===== src/rtl/load_store_unit.sv =====
// RV32I load/store unit: one request at a time, word-aligned byte-lane
// memory access, load extension and misaligned/illegal request detection.
module load_store_unit #(
  parameter int unsigned ADDR_WIDTH = 32,
  parameter int unsigned DATA_WIDTH = 32
) (
  input  logic                  clk,
  input  logic                  rst,
  input  logic                  req_valid,
  output logic                  req_ready,
  input  logic                  req_we,
  input  logic [2:0]            req_funct3,
  input  logic [ADDR_WIDTH-1:0] req_addr,
  input  logic [DATA_WIDTH-1:0] req_wdata,
  output logic                  resp_valid,
  output logic [DATA_WIDTH-1:0] resp_rdata,
  output logic                  resp_err,
  output logic                  mem_en,
  output logic                  mem_we,
  output logic [ADDR_WIDTH-1:0] mem_addr,
  output logic [3:0]            mem_be,
  output logic [DATA_WIDTH-1:0] mem_wdata,
  input  logic [DATA_WIDTH-1:0] mem_rdata
);

  typedef enum logic [1:0] {IDLE, ISSUE, WAIT, DONE} state_t;

  state_t                  state;
  logic                    we_q;
  logic [2:0]              funct3_q;
  logic [1:0]              off_q;
  logic                    en_q;
  logic                    mem_we_q;
  logic [3:0]              be_q;

  logic                    illegal;
  logic                    misaligned;
  logic [3:0]              be_next;
  logic [DATA_WIDTH-1:0]   wdata_next;
  logic [DATA_WIDTH-1:0]   lane;
  logic [DATA_WIDTH-1:0]   load_ext;

  // Reset kills the strobe in the reset cycle itself so an aborted store never writes
  assign mem_en = en_q & ~rst;
  assign mem_we = mem_we_q & ~rst;
  assign mem_be = rst ? 4'b0000 : be_q;

  // Request decode: legality, alignment, byte enables and replicated store data
  always_comb begin
    illegal    = 1'b0;
    misaligned = 1'b0;
    be_next    = 4'b1111;
    wdata_next = req_wdata;
    case (req_funct3)
      3'b000, 3'b001, 3'b010: illegal = 1'b0;
      3'b100, 3'b101:         illegal = req_we;
      default:                illegal = 1'b1;
    endcase
    if (req_funct3[1:0] == 2'b01 && req_addr[0])
      misaligned = 1'b1;
    if (req_funct3 == 3'b010 && req_addr[1:0] != 2'b00)
      misaligned = 1'b1;
    case (req_funct3[1:0])
      2'b00: begin
        be_next    = 4'b0001 << req_addr[1:0];
        wdata_next = {4{req_wdata[7:0]}};
      end
      2'b01: begin
        be_next    = req_addr[1] ? 4'b1100 : 4'b0011;
        wdata_next = {2{req_wdata[15:0]}};
      end
      default: begin
        be_next    = 4'b1111;
        wdata_next = req_wdata;
      end
    endcase
  end

  // Load lane selection and sign/zero extension of the returned word
  always_comb begin
    lane = mem_rdata >> {off_q, 3'b000};
    case (funct3_q)
      3'b000:  load_ext = {{(DATA_WIDTH-8){lane[7]}}, lane[7:0]};
      3'b001:  load_ext = {{(DATA_WIDTH-16){lane[15]}}, lane[15:0]};
      3'b100:  load_ext = {{(DATA_WIDTH-8){1'b0}}, lane[7:0]};
      3'b101:  load_ext = {{(DATA_WIDTH-16){1'b0}}, lane[15:0]};
      default: load_ext = lane;
    endcase
  end

  // Transaction FSM with all memory and response outputs registered
  always_ff @(posedge clk) begin
    if (rst) begin
      state      <= IDLE;
      req_ready  <= 1'b1;
      resp_valid <= 1'b0;
      resp_err   <= 1'b0;
      resp_rdata <= '0;
      en_q       <= 1'b0;
      mem_we_q   <= 1'b0;
      be_q       <= 4'b0000;
      mem_addr   <= '0;
      mem_wdata  <= '0;
      we_q       <= 1'b0;
      funct3_q   <= 3'b000;
      off_q      <= 2'b00;
    end else begin
      resp_valid <= 1'b0;
      case (state)
        IDLE: begin
          if (req_valid) begin
            we_q      <= req_we;
            funct3_q  <= req_funct3;
            off_q     <= req_addr[1:0];
            req_ready <= 1'b0;
            resp_err  <= illegal | misaligned;
            if (illegal || misaligned) begin
              resp_valid <= 1'b1;
              state      <= DONE;
            end else begin
              en_q      <= 1'b1;
              mem_we_q  <= req_we;
              be_q      <= be_next;
              mem_addr  <= {req_addr[ADDR_WIDTH-1:2], 2'b00};
              mem_wdata <= wdata_next;
              state     <= ISSUE;
            end
          end
        end
        ISSUE: begin
          en_q     <= 1'b0;
          mem_we_q <= 1'b0;
          be_q     <= 4'b0000;
          if (we_q) begin
            resp_valid <= 1'b1;
            state      <= DONE;
          end else begin
            state <= WAIT;
          end
        end
        WAIT: begin
          resp_rdata <= load_ext;
          resp_valid <= 1'b1;
          state      <= DONE;
        end
        DONE: begin
          resp_err  <= 1'b0;
          req_ready <= 1'b1;
          state     <= IDLE;
        end
        default: state <= IDLE;
      endcase
    end
  end

endmodule


===== config.mk =====
export PLATFORM = sky130hd
export DESIGN_NAME = load_store_unit
export DESIGN_NICKNAME = d
export VERILOG_FILES = /design/src/rtl/load_store_unit.sv
export SDC_FILE = /design/constraint.sdc
export NUM_CORES = 1
export LEC_CHECK = 0
export CORE_MARGIN = 3
export CORE_UTILIZATION = 40
export DETAILED_ROUTE_END_ITERATION = 12
export GPL_ROUTABILITY_DRIVEN = 0
export HOLD_SLACK_MARGIN = 0.06
export PLACE_DENSITY = 0.72
export RECOVER_POWER = 25
export SLEW_MARGIN = 20
export SYNTH_ARGS = -nofsm -noshare
export SYNTH_HDL_FRONTEND = slang
export SYNTH_SLANG_ARGS = --single-unit

===== constraint.sdc =====
create_clock -name clk -period 2.2 [get_ports clk]
set_clock_uncertainty 0.05 [all_clocks]
set_input_delay 0.22 -clock clk [delete_from_list [all_inputs] [get_ports clk]]
set_output_delay 0.22 -clock clk [all_outputs]
set_load 0.05 [all_outputs]

==> impl_metrics.toml <==
[yosys]
synth_top_cells_by_area = "sky130_fd_sc_hd__dfxtp_1, sky130_fd_sc_hd__nand2_1, sky130_fd_sc_hd__a21oi_1"
ys.flop_type = "sky130_fd_sc_hd__dfxtp_1"
synth_warnings = 0
synth_edf_count = 0
synth.most_common_cell = "sky130_fd_sc_hd__nand2_1"
synth_sequential_area_ratio = 0.442
syn_inst = 597
synth_common_cells = "sky130_fd_sc_hd__nand2_1, sky130_fd_sc_hd__dfxtp_1, sky130_fd_sc_hd__a21oi_1"
postSynthRegisterBits = 111
synthDominantCellAreaShare = 0.442
synth_cell_types = 45
synth-async-reset-ratio = 0
syn_avg_cell_area_um2 = 8.43
synthDominantAreaCellType = "sky130_fd_sc_hd__dfxtp_1"
mappedNetlistArea_um2 = 5030

[final_layout]
post_route_cells_drive_above_1_share = 0.0868
num-nets-final = 888
synthToLayoutAreaGrowth_pct = 50.3
finalNonFillerCells = 951
antenna_cells = 0
finish.instance_area_um2 = 7560

[global_routing]
groute.usage.overall = 0.218
antenna_found_initial = 0
grt_first_pass_wirelength_mm = 24.8
total_congestion_overflow = 0
pin_count_of_the_biggest_net_entering_global_routing = 78
first_global_vias = 4844

[setup_path]
critPathCaptureType = "output port"
critPathArrivalTime_ns = 1.68
critical_path.startpoint_type = "flip-flop"
path_max_fanout = 3
path_class = "flip-flop to output port"
worst_setup_path_startpoint = "en_q"
setup.reg_to_reg.worst_slack_ns = 0.28
cp.required_ns = 1.93
critical_path.reg2reg.startpoint = "off_q[0]"

[sta]
finalWorstPathRequiredPeriod_ns = 1.95
worst_relative_slew_slack = 0.420
fmaxAchievable_mhz = 512
timing.setup.tns_ns = 0
period_share = 0.888
unrepaired_setup_endpoints_after_global_routing = "no"
report.final.slew_viol_count = 0
max_slew.worst_pin.slew_ns = 0.870
hold_viol_final = 0
setup_viol_count_final = 0

[run]
drv_cap = 0

[place]
dpl.cell_count = 938
hpwl_mm = 11.4
place.port_buffers = 205
place_area_um2 = 7250

[hold_path]
hold_path.startpoint = "req_addr[11]"
holdCritPathClass = "input pin to flip-flop"

[pwr]
vdd_drop_max_mv = 0.459
p_clk_frac = 0.221
share_seq_of_total_power = 0.321
power_density_nw_per_um2 = 1090
static-leakage-power_nw = 2.75
sw_frac_of_total = 0.406
power_report.internal_total_mw = 4.87
power_switching_mw = 3.34
combinationalPowerShare = 0.458

[clocking]
postCtsResizedCells = 0
clk_pin_slew_ns = 0.07
cts_root_buf = "sky130_fd_sc_hd__clkbuf_16"
tritoncts.num_buffers = 9
cts_post_setup_buffers_inserted = 0
cts.path.max_buffers = 2
cts.hold.buffers_added = 0
clock_latency_ns = 0.34
h-tree-depth = 3
clkSinkCount = 111
tritoncts = "built"

[floorplan]
dieArea_um2 = 14000
floorplan.initialDensity = 0.414
placement_rows = 40
die_y_um = 118
die_width_um = 118
design.portCount = 208
design.core.area_um2 = 12200

[routing]
first_iter_violations = 344
vias_after_detailed_routing = 4920
drt-vias-per-instance = 5.17
number_of_routed_nets_with_antenna_violations = 0
wl_mm = 15.6
remaining_drc_errors = 0
detail_route.wl_per_cell_um = 16.4
drt_first_pass_iters = 4

[run_status]
run_status = "complete, no violations"
## final timing paths
kind | endpoint | cells past startpoint
setup / recovery | mem_en | 2
hold / removal | mem_addr[11] | 3
setup reg to reg | resp_rdata[30] | 5
hold reg to reg | mem_addr[21] | 2
## area by class of cell
| type | instances | area (um^2) |
|---|---|---|
| clock buffers | 9 | 225 |
| clock inverters | 4 | 97.6 |
| fillers | 1024 | 4600 |
| inverters | 4 | 15.0 |
| multi-input cells | 432 | 2570 |
| flip-flops and latches | 111 | 2220 |
| well taps | 168 | 210 |
| repair buffers | 223 | 2220 |
## metal layers
layer	vias up	wire length, um	part of all wire	track usage
li1	2423	-	-	-
met1	2267	6220	0.40	0.255
met2	207	7300	0.47	0.356
met3	23	1720	0.11	0.0923
met4	0	311	0.020	0.0813
met5	-	0	0	0
## flip-flops by register name, indices dropped and copies added, names as in the netlist
register,cells
mem_we_q,1
off_q,2
mem_addr,30
resp_err,1
resp_rdata,32
en_q,1
req_ready,1
state,2
funct3_q,3
we_q,1
resp_valid,1
mem_wdata,32
be_q,4
## power by group through the flow
| stage | registers [mW] | clock network [mW] | logic [mW] |
|---|---|---|---|
| 2_1_floorplan | 3.82 | 0 | 1.41 |
| 3_3_place_gp | 2.67 | 0 | 3.76 |
| 3_5_place_dp | 2.68 | 0 | 3.83 |
| 4_1_cts | 2.65 | 1.85 | 3.84 |
| 5_1_grt | 2.68 | 1.93 | 4.01 |
| 6_report | 2.64 | 1.81 | 3.76 |
## metrics by stage
stage	util	hold slack [ns]	setup WS [ns]	total power, mW
final	0.622	0.367	0.246	8.21
after CTS	0.623	0.353	0.219	8.33
after detailed placement	0.596	0.397	0.0167	6.51
after global routing	0.622	0.372	0.119	8.62
after global placement	0.596	0.392	0.101	6.43
after floorplan	-	0.306	0.327	5.23
## kinds of logic after synthesis
group	share of synthesized area
buffers and inverters	0.0507
AOI/OAI and AO/OA	0.188
and+or+nand+nor	0.192
muxes	0.118
DFF	0.442
other	0.000745
adders and majority gates	0.00995
## worst max-delay path, cell delays in order (launching register included)
cell and delay (ns):
sky130_fd_sc_hd__dfxtp_1 0.39, sky130_fd_sc_hd__nor2b_1 0.15, sky130_fd_sc_hd__clkdlybuf4s50_1 0.81
## layout by cell type (no fill, tap or decap), types with 8 or more instances in the layout
cell	count
sky130_fd_sc_hd__clkdlybuf4s50_1	165
sky130_fd_sc_hd__nand2_1	139
sky130_fd_sc_hd__dfxtp_1	111
sky130_fd_sc_hd__a21oi_1	66
sky130_fd_sc_hd__nor2_1	56
sky130_fd_sc_hd__dlygate4sd3_1	34
sky130_fd_sc_hd__mux2i_1	31
sky130_fd_sc_hd__o21ai_0	24
sky130_fd_sc_hd__a211oi_1	17
sky130_fd_sc_hd__buf_4	13
sky130_fd_sc_hd__nor3_1	10
sky130_fd_sc_hd__a211oi_2	10
sky130_fd_sc_hd__nor2b_1	9
sky130_fd_sc_hd__clkbuf_16	9
sky130_fd_sc_hd__a311oi_1	8
sky130_fd_sc_hd__mux2_2	8
sky130_fd_sc_hd__mux4_2	8
Note: power is estimated with default switching activity, not from simulation.
